===== src/rtl/demultiplexer_tdm_1_4.sv =====
// demultiplexer_tdm_1_4
// Receive-side time-division demultiplexer. A serial stream of samples,
// slot 0 first, is collected into shadow registers. On the slot-3 sample a
// complete frame is published on y0..y3 together with a one-cycle
// frame_valid strobe. A sync marker on slot 0 aligns the block to the frame.
// A missing sync or an early sync raises a one-cycle sync_err pulse.
module demultiplexer_tdm_1_4 #(
   parameter int WIDTH = 1
) (
   input  logic             clk,
   input  logic             rst,
   input  logic [WIDTH-1:0] din,
   input  logic             din_valid,
   input  logic             sync,
   output logic [WIDTH-1:0] y0,
   output logic [WIDTH-1:0] y1,
   output logic [WIDTH-1:0] y2,
   output logic [WIDTH-1:0] y3,
   output logic             frame_valid,
   output logic [1:0]       slot,
   output logic             locked,
   output logic             sync_err
);

   localparam logic HUNT = 1'b0;
   localparam logic RUN  = 1'b1;

   logic             state;
   logic [WIDTH-1:0] sh0, sh1, sh2;

   // locked is taken straight from the state flop, so it is still a registered output
   assign locked = (state == RUN);

   // Frame alignment, sample capture and whole-frame publication
   always_ff @(posedge clk) begin
      // NOTE: Sequential state is assigned with <= only. Every register then
      // samples its pre-edge value, whatever order the statements appear in.
      if (rst) begin
         // NOTE: The shadow registers are cleared along with the outputs. A
         // partial frame from before the reset can then never leak into a
         // later published frame.
         state       <= HUNT;
         slot        <= 2'd0;
         sh0         <= '0;
         sh1         <= '0;
         sh2         <= '0;
         y0          <= '0;
         y1          <= '0;
         y2          <= '0;
         y3          <= '0;
         frame_valid <= 1'b0;
         sync_err    <= 1'b0;
      end else begin
         // NOTE: Both strobes default low here. Each strobe then lasts exactly
         // one cycle, and no branch below needs an else to clear it.
         frame_valid <= 1'b0;
         sync_err    <= 1'b0;
         if (din_valid) begin
            if (state == HUNT) begin
               // Only a sync-marked sample can start a frame. Everything else is dropped.
               if (sync) begin
                  sh0   <= din;
                  slot  <= 2'd1;
                  state <= RUN;
               end
            end else if (sync) begin
               // A sync in slot 0 is expected. A sync in slots 1..3 discards the
               // partial frame and restarts it with this sample.
               sync_err <= (slot != 2'd0);
               sh0      <= din;
               slot     <= 2'd1;
            end else begin
               case (slot)
                  2'd0: begin
                     // The slot-0 sample has no sync marker, so alignment is lost.
                     sync_err <= 1'b1;
                     state    <= HUNT;
                  end
                  2'd1: begin
                     sh1  <= din;
                     slot <= 2'd2;
                  end
                  2'd2: begin
                     sh2  <= din;
                     slot <= 2'd3;
                  end
                  default: begin
                     y0          <= sh0;
                     y1          <= sh1;
                     y2          <= sh2;
                     y3          <= din;
                     frame_valid <= 1'b1;
                     slot        <= 2'd0;
                  end
               endcase
            end
         end
      end
   end

endmodule


===== config.mk =====
export PLATFORM = sky130hd
export DESIGN_NAME = demultiplexer_tdm_1_4
export DESIGN_NICKNAME = d
export VERILOG_FILES = /design/src/rtl/demultiplexer_tdm_1_4.sv
export SDC_FILE = /design/constraint.sdc
export NUM_CORES = 1
export LEC_CHECK = 0
export CAP_MARGIN = 10
export CELL_PAD_IN_SITES_DETAIL_PLACEMENT = 1
export CELL_PAD_IN_SITES_GLOBAL_PLACEMENT = 1
export CORE_MARGIN = 5
export CORE_UTILIZATION = 31
export DETAILED_ROUTE_END_ITERATION = 16
export PLACE_DENSITY_LB_ADDON = 0.2
export SYNTH_ARGS = -nofsm -noshare
export SYNTH_HDL_FRONTEND = slang
export SYNTH_SLANG_ARGS = --single-unit

===== constraint.sdc =====
create_clock -name clk -period 1.2 [get_ports clk]
set_input_delay 0.24 -clock clk [delete_from_list [all_inputs] [get_ports clk]]
set_output_delay 0.24 -clock clk [all_outputs]
set_load 0.05 [all_outputs]

# --- After elaboration in Yosys (flattened, before gate mapping) ---
# Cells that the tools add are included.
word_totals:
  elab_cells: 40
  regBits: 12
  output_inout_bits: 9
  in_bits: 5
op_classes:
  n_mux: 11
  eq_ne: 3
  bitwise_logic: 4
  n_reduce_logical: 11
op_table:
  columns: ["op", "n"]
  rows:
  - ["$reduce_and 4->1", 3]
  - ["$mux 1", 7]
  - ["$mux 2", 3]
  - ["$pmux 2 s3", 1]
  - ["$reduce_or 3->1", 2]
  - ["$not 1->1", 4]
  - ["$reduce_bool 2->1", 2]
  - ["$reduce_or 4->1", 1]
  - ["$reduce_and 3->1", 1]
  - ["$eq 2x1->1 const B", 1]
  - ["$eq 2x2->1 const B", 1]
  - ["$logic_not 2->1", 1]
  - ["$ne 2x2->1 const B", 1]
  - ["$reduce_and 2->1", 1]

# --- Logic depth before layout (Yosys ltp) ---
# Gate-level depths: netlist (run 1).
logic_depth:
  depth_word: 4
  ltp_mapped: 6
  depth_no_buf: 6

# --- Worst setup path before layout (run 1) ---
# OpenSTA, ideal clock, no wires.
synth_path:
  kind: "register to register"
  startpoint: "reg slot[0]"
  endpoint: "reg slot[0]"
  t_required_ps: 1071
  setup_ps: 129
  t_arrival_ps: 1648
  period_less_slack_ps: 1777
  path_stages_with_launch: 7
  setup_slack_ps: -577
  n_path_buf: 0
  cell_sequence: "dfxtp_1 > inv_1 > ha_1 > ha_1 > nand2b_1 > nor4b_1 > a211oi_1"
synth_between:
  elab_chain_cells: 4
  word_cells_on_any_way: 8
  classes_between: "eq/ne: 3; mux: 3; reduce/logical: 2"
synth_rtl:
  columns: ["item", "line", "rtl"]
  rows:
  - ["start, declared", "20", "output logic [1:0] slot,"]
  - ["start signal, assigned", "43", "slot <= 2'd0;"]
  - ["start signal, assigned", "63", "slot <= 2'd1;"]
  - ["start signal, assigned", "71", "slot <= 2'd1;"]
  - ["$eq 2x2->1 (tied with other cells)", "73", "case (slot)"]
  - ["$pmux 2 s3", "73", null]
  - ["$mux 2", "66", "end else if (sync) begin"]
  - ["$mux 2", "59", "if (state == HUNT) begin"]
# Parallel ways exist; a longest one is shown, timed or not.
# A chain may end at the register's enable or synchronous reset.

# --- Worst setup path after layout (run 1) ---
# Ends and elaborated chain as after synthesis.

==> results of run 1 <==
final cells by class:
class | instances | area [um^2] | area share
multi-input cells | 38 | 364.1 | 0.3615
flip-flops and latches | 12 | 249.0 | 0.2472
clock buffers | 4 | 36.28 | 0.03602
inverters | 3 | 16.27 | 0.01615
well taps | 25 | 31.28 | 0.03106
repair buffers | 25 | 310.3 | 0.3081
sequential cells by signal, indices dropped and copies added (netlist names):
signal       flops
y2               1
y3               1
frame_valid      1
locked           1
slot             2
sh2              1
sh0              1
sync_err         1
sh1              1
y0               1
y1               1
power by group through the flow:
stage / sequential, mW / clock (mW) / combinational (mW)
floorplan: 0.440 / 0 / 0.0736
global placement: 0.424 / 0 / 0.159
detailed placement: 0.425 / 0 / 0.159
CTS: 0.415 / 0.333 / 0.163
global route: 0.417 / 0.357 / 0.183
finish: 0.415 / 0.331 / 0.171
stage by stage:
stage / setup TNS [ns] / hold WS, ns / std cells
final: -0.1569 / 0.4655 / 107
after global routing: -0.5295 / 0.4939 / 107
after CTS: -0.1295 / 0.4716 / 105
after detailed placement: -2.338 / 0.4611 / 101
after global placement: -2.147 / 0.4470 / 101
after floorplan: -0.2728 / 0.3030 / 57
Yosys cell counts:
library cell	instances	share of area
and2b_4	1	0.017
nand2b_1	1	0.011
nand4b_4	1	0.041
a311oi_1	1	0.015
buf_4	1	0.013
nand3_1	1	0.0087
nor3_1	1	0.0087
dfxtp_1	12	0.42
inv_1	3	0.020
mux2i_1	6	0.10
o21ai_2	1	0.015
clkbuf_1	1	0.0065
nor2_1	8	0.052
ha_1	5	0.11
o21ai_0	1	0.0087
a21oi_1	3	0.026
a211oi_1	1	0.013
nand4_1	1	0.011
nor4b_1	1	0.015
nand4b_1	2	0.030
buf_6	2	0.039
nand2_1	3	0.020
worst max-delay path, stage by stage, from the launching register on:
cell	delay, ns
dfxtp_4	0.36
inv_4	0.04
ha_4	0.15
ha_4	0.15
nand2b_4	0.14
nor4b_2	0.25
a211oi_2	0.07
kinds of logic (layout without fill, tap and decap cells):
kind of cell,Yosys count,after routing,share of synthesized area
AND/OR/NAND/NOR,20,20,0.2148
flip-flops,12,12,0.4165
AO/OA/AOI/OAI,7,7,0.07809
buffers and inverters,7,32,0.07809
multiplexers,6,6,0.1041
adder cells (fa/ha/maj),5,5,0.1085
worst max path at each step:
| stage | start | to | slack [ns] |
|---|---|---|---|
| floorplan | slot[1] | slot[0] | -0.17 |
| global placement | sync | slot[0] | -0.33 |
| detailed placement | sync | slot[0] | -0.36 |
| CTS | slot[0] | slot[1] | -0.07 |
| global route | slot[0] | slot[0] | -0.12 |
| finish | slot[0] | slot[0] | -0.08 |
timing repair:
item,CTS,global route
pin swaps,2,3
hold buffers,0,0
setup endpoints to repair,7,10
endpoints found under the hold margin,0,0
setup buffers,0,2
resized for setup,4,3
layer usage:
layer	global-route usage	vias up	share of wire
met4	0.08936	0	0.027
met3	0.03380	5	0.048
met5	0	-	0
met1	0.1433	231	0.42
met2	0.1798	12	0.50
li1	-	245	-
==> reports/metrics.yaml, run 1 <==
timing:
  max_freq_mhz: 783.4
  fin_ws_ns: -0.07646
  setup_viol: 3
  fin_crit_sh: 1.064
  rsz0062_at_grt: "yes"
  finClkSkew_ns: 0.001123
  finalCriticalPeriod_ns: 1.276
  slew_headroom: 0.8283
  worst_slew_pin_slew_ns: 0.2558
  drv_slew: 0
  hold_viol: 0
pwr:
  comb_power_share: 0.186
  ir_worst_vdd_mv: 0.6643
  intPower_mw: 0.6767
  leakage_nw: 0.4373
  power_mw: 0.9162
  p_switching_mw: 0.2395
  clock_power_share: 0.361
  pwr_density_cell_nw_per_um2: 909.6
  seqPwrFrac: 0.453
  sw_frac_of_total: 0.2614
detailed_routing:
  drt-pass1-iter-count: 2
  route.detailed.wl_per_inst_um: 13.64
  drtAntennaViolNets: 0
  vias_per_cell: 4.607
  num_vias: 493
  first_iter_violations: 3
  drt_wl_total_um: 1459
  drc: 0
clocking:
  insertion_delay_ns: 0.28
  path_clk_slew_ns: 0.08
  clk_path_buf_depth: 2
  clockRootBuffer: "clkbuf_4"
  h-tree-depth: 1
  cts_made_buffers: 3
  cts_tree: "done"
  numClockSinks: 12
global_routing:
  grt_start_max_net_pins: 10
  grt_pass1_vias: 501
  grt_overflow: 0
  grt_pass1_wl_um: 2290
  grt_antenna_before_repair: 0
  track_usage: 0.1200
placed_design:
  dpl-instance-area_um2: 922.1
  portBuffers: 13
  place.gp.congestion: 0.6847
  pre_cts_ws_ns: -0.3583
  dp_hpwl_um: 1034
critical_path:
  timing.rr.end: "slot[0]"
  worst_r2r_startpoint: "slot[0]"
  worstSetupPathType: "reg -> reg"
  worstSetupEndpointType: "flip-flop"
  regToRegSetupSlack_ns: -0.08
  worst-r2r-cell-count: 6
  cp_data_required_time_ns: 1.37
  crit_arrival_ns: 1.44
  crit_fanout: 3
  critPathLaunchType: "flip-flop"
yosys:
  ys_seq_elements: 12
  yosysSeqAreaShare: 0.4165
  ys.warnings.count: 0
  syn_area_um2: 576.8
  synth_cell_types: 22
  postSynthAreaPerCell_um2: 10.12
  synth.net_count: 67
  synth_cells: 57
final_layout:
  fin_nets: 93
  fin_util: 0.5771
  layout_commonest_cell: "buf_4"
  antenna_cells: 0
  final_cell_mix: "buf_4 (12), dfxtp_1 (9), buf_12 (9)"
  drive_gt1_frac: 0.5000
  area_growth_pct: 74.62
  fill_cells: 196
  final_design_area_no_fill_um2: 1007
floorplan:
  fp.dieW_um: 53.14
  die_height_um: 53.14
  row_count: 15
  core_um2: 1745
  io_pins: 14
  start_util: 0.3305
  dieArea_um2: 2823
status:
  violations: "negative setup slack"
  status: "finished, violations left"
min_path:
  hold_path_end: "sh0"
  hp-class: "reg -> reg"
  hold_depth: 2
  hp-start: "sh0"
flow_run:
  maxCapViolations: 0
Note: power is estimated with default switching activity, not from simulation.
==> run 2, diff against run 1 <==
- MAX_ROUTING_LAYER: unset -> met4
==> run 2 against run 1 <==
The flow still finishes with violations (negative setup slack). Global-route usage rose by 0.30 points. Cell area did not move. Register-to-register slack barely moved.
==> reports/metrics.yaml, run 2 (synthesis gave the netlist of run 1 again) <==
global_routing:
  grt_overflow: 0  # unchanged
  grt_pass1_vias: 501  # unchanged
  grt_start_max_net_pins: 10  # unchanged
  grt_antenna_before_repair: 0  # unchanged
  track_usage: 0.1230  # was 0.1200
  grt_pass1_wl_um: 2283  # was 2290 um
final_layout:
  layout_commonest_cell: "buf_4"  # unchanged
  regMostFlops: "slot"  # unchanged
  fin_nets: 93  # unchanged
  fill_cells: 196  # unchanged
  area_growth_pct: 74.62  # unchanged
  drive_gt1_frac: 0.5000  # unchanged
  final_cell_mix: "buf_4 (12), dfxtp_1 (9), buf_12 (9)"  # unchanged
  largest_reg_flops: 2  # unchanged
  antenna_cells: 0  # unchanged
  layoutNonFillerInstCount: 107  # unchanged
  final_design_area_no_fill_um2: 1007  # unchanged
detailed_routing:
  first_iter_violations: 3  # unchanged
  route.detailed.wl_per_inst_um: 13.64  # about the same
  drc: 0  # unchanged
  drtAntennaViolNets: 0  # unchanged
  vias_per_cell: 4.589  # was 4.607
  num_vias: 491  # was 493
  drt-pass1-iter-count: 2  # unchanged
  drt_wl_total_um: 1460  # was 1459 um
min_path:
  hp-class: "reg -> reg"  # unchanged
clocking:
  clockRootBuffer: "clkbuf_4"  # unchanged
  cts_tree: "done"  # unchanged
  h-tree-depth: 1  # unchanged
  insertion_delay_ns: 0.28  # about the same
  numClockSinks: 12  # unchanged
  path_clk_slew_ns: 0.08  # about the same
  clk_path_buf_depth: 2  # unchanged
  cts_made_buffers: 3  # unchanged
  postCtsHoldBufs: 0  # unchanged
placed_design:
  dp_hpwl_um: 1034  # unchanged
  place_inst: 101  # unchanged
  portBuffers: 13  # unchanged
  place.gp.congestion: 0.6918  # was 0.6847
  dpl-instance-area_um2: 922.1  # unchanged
  pre_cts_ws_ns: -0.3583  # unchanged
floorplan:
  io_pins: 14  # unchanged
  die_height_um: 53.14  # unchanged
  row_count: 15  # unchanged
  core_um2: 1745  # unchanged
  fp.dieW_um: 53.14  # unchanged
  start_util: 0.3305  # unchanged
  dieArea_um2: 2823  # unchanged
timing:
  finClkSkew_ns: 0.0006100  # was 0.001123 ns
  worst_slew_pin_slew_ns: 0.2554  # was 0.2558 ns
  rsz0062_at_grt: "yes"  # unchanged
  fin_ws_ns: -0.07800  # was -0.07646 ns
  drv_slew: 0  # unchanged
  setup_viol: 3  # unchanged
  fin_tns_setup_ns: -0.1585  # was -0.1569 ns
  hold_viol: 0  # unchanged
  finalCriticalPeriod_ns: 1.278  # was 1.276 ns
  slew_headroom: 0.8286  # was 0.8283
  fin_crit_sh: 1.065  # was 1.064
  max_freq_mhz: 782.5  # was 783.4 MHz
pwr:
  comb_power_share: 0.186  # about the same
  leakage_nw: 0.4373  # unchanged
  seqPwrFrac: 0.453  # about the same
  p_switching_mw: 0.2381  # was 0.2395 mW
  clock_power_share: 0.360  # was 0.361
  sw_frac_of_total: 0.2603  # was 0.2614
  intPower_mw: 0.6767  # about the same
  ir_worst_vdd_mv: 0.6638  # was 0.6643 mV
  pwr_density_cell_nw_per_um2: 908.2  # was 909.6 nW/um^2
flow_run:
  maxCapViolations: 0  # unchanged
critical_path:
  worstSetupPathType: "reg -> reg"  # unchanged
  critPathLaunchType: "flip-flop"  # unchanged
  crit_fanout: 3  # unchanged
  crit_arrival_ns: 1.44  # about the same
  cp_data_required_time_ns: 1.36  # was 1.37 ns
  worstSetupEndpointType: "flip-flop"  # unchanged
status:
  violations: "negative setup slack"  # unchanged
  status: "finished, violations left"  # unchanged
## run 2: layout make-up
class	instances	area, um^2	share of cell area
Clock buffer	4	36.28	0.03602
Sequential cell	12	249.0	0.2472
Timing Repair Buffer	25	310.3	0.3081
Tap cell	25	31.28	0.03106
Multi-Input combinational cell	38	364.1	0.3615
Inverter	3	16.27	0.01615
## run 2: metal layers
metal / part of all wire / up-vias / track usage
met5: 0 / - / -
met4: 0.025 / 0 / 0.08936
met3: 0.049 / 5 / 0.03380
met2: 0.48 / 12 / 0.1798
met1: 0.44 / 228 / 0.1433
li1: - / 246 / -
## run 2: final timing paths
path | startpoint | to | slack [ns] | depth (start not counted)
max | slot[0] | slot[0] | -0.08 | 6
min | sh0 | sh0 | 0.47 | 2
min reg2reg | sh0 | sh0 | 0.47 | 2
max reg2reg | slot[0] | slot[0] | -0.08 | 6
## run 2: critical path: stages, from the launching register on
cell	delay (ns)
dfxtp_4	0.36
inv_4	0.04
ha_4	0.15
ha_4	0.15
nand2b_4	0.14
nor4b_2	0.25
a211oi_2	0.08
## run 2: timing repair
action	in CTS	in global routing
setup buffers	0	2
setup endpoints to repair	7	10
gates resized for setup	4	3
endpoints found under the hold margin	0	0
pin swaps	2	3
## run 2: metrics by stage
step                      hold slack (ns)  total power [mW]  utilization
after global routing               0.4939            0.9564       0.5771
after CTS                          0.4716            0.9110       0.5577
final                              0.4660            0.9148       0.5771
after detailed placement           0.4611            0.5841       0.5283
after global placement             0.4470            0.5839       0.5283
after floorplan                    0.3030            0.5134            -
## run 2: power by group through the flow
stage,sequential [mW],clock (mW),combinational [mW]
finish,0.415,0.330,0.170
global route,0.417,0.357,0.183
CTS,0.415,0.333,0.163
detailed placement,0.425,0,0.159
global placement,0.424,0,0.159
floorplan,0.440,0,0.0736
==> run 3, diff against run 2 <==
- SLEW_MARGIN: unset -> 20
==> results of run 3 <==
No change in the layout: final DEF, timing and power equal those of run 2.
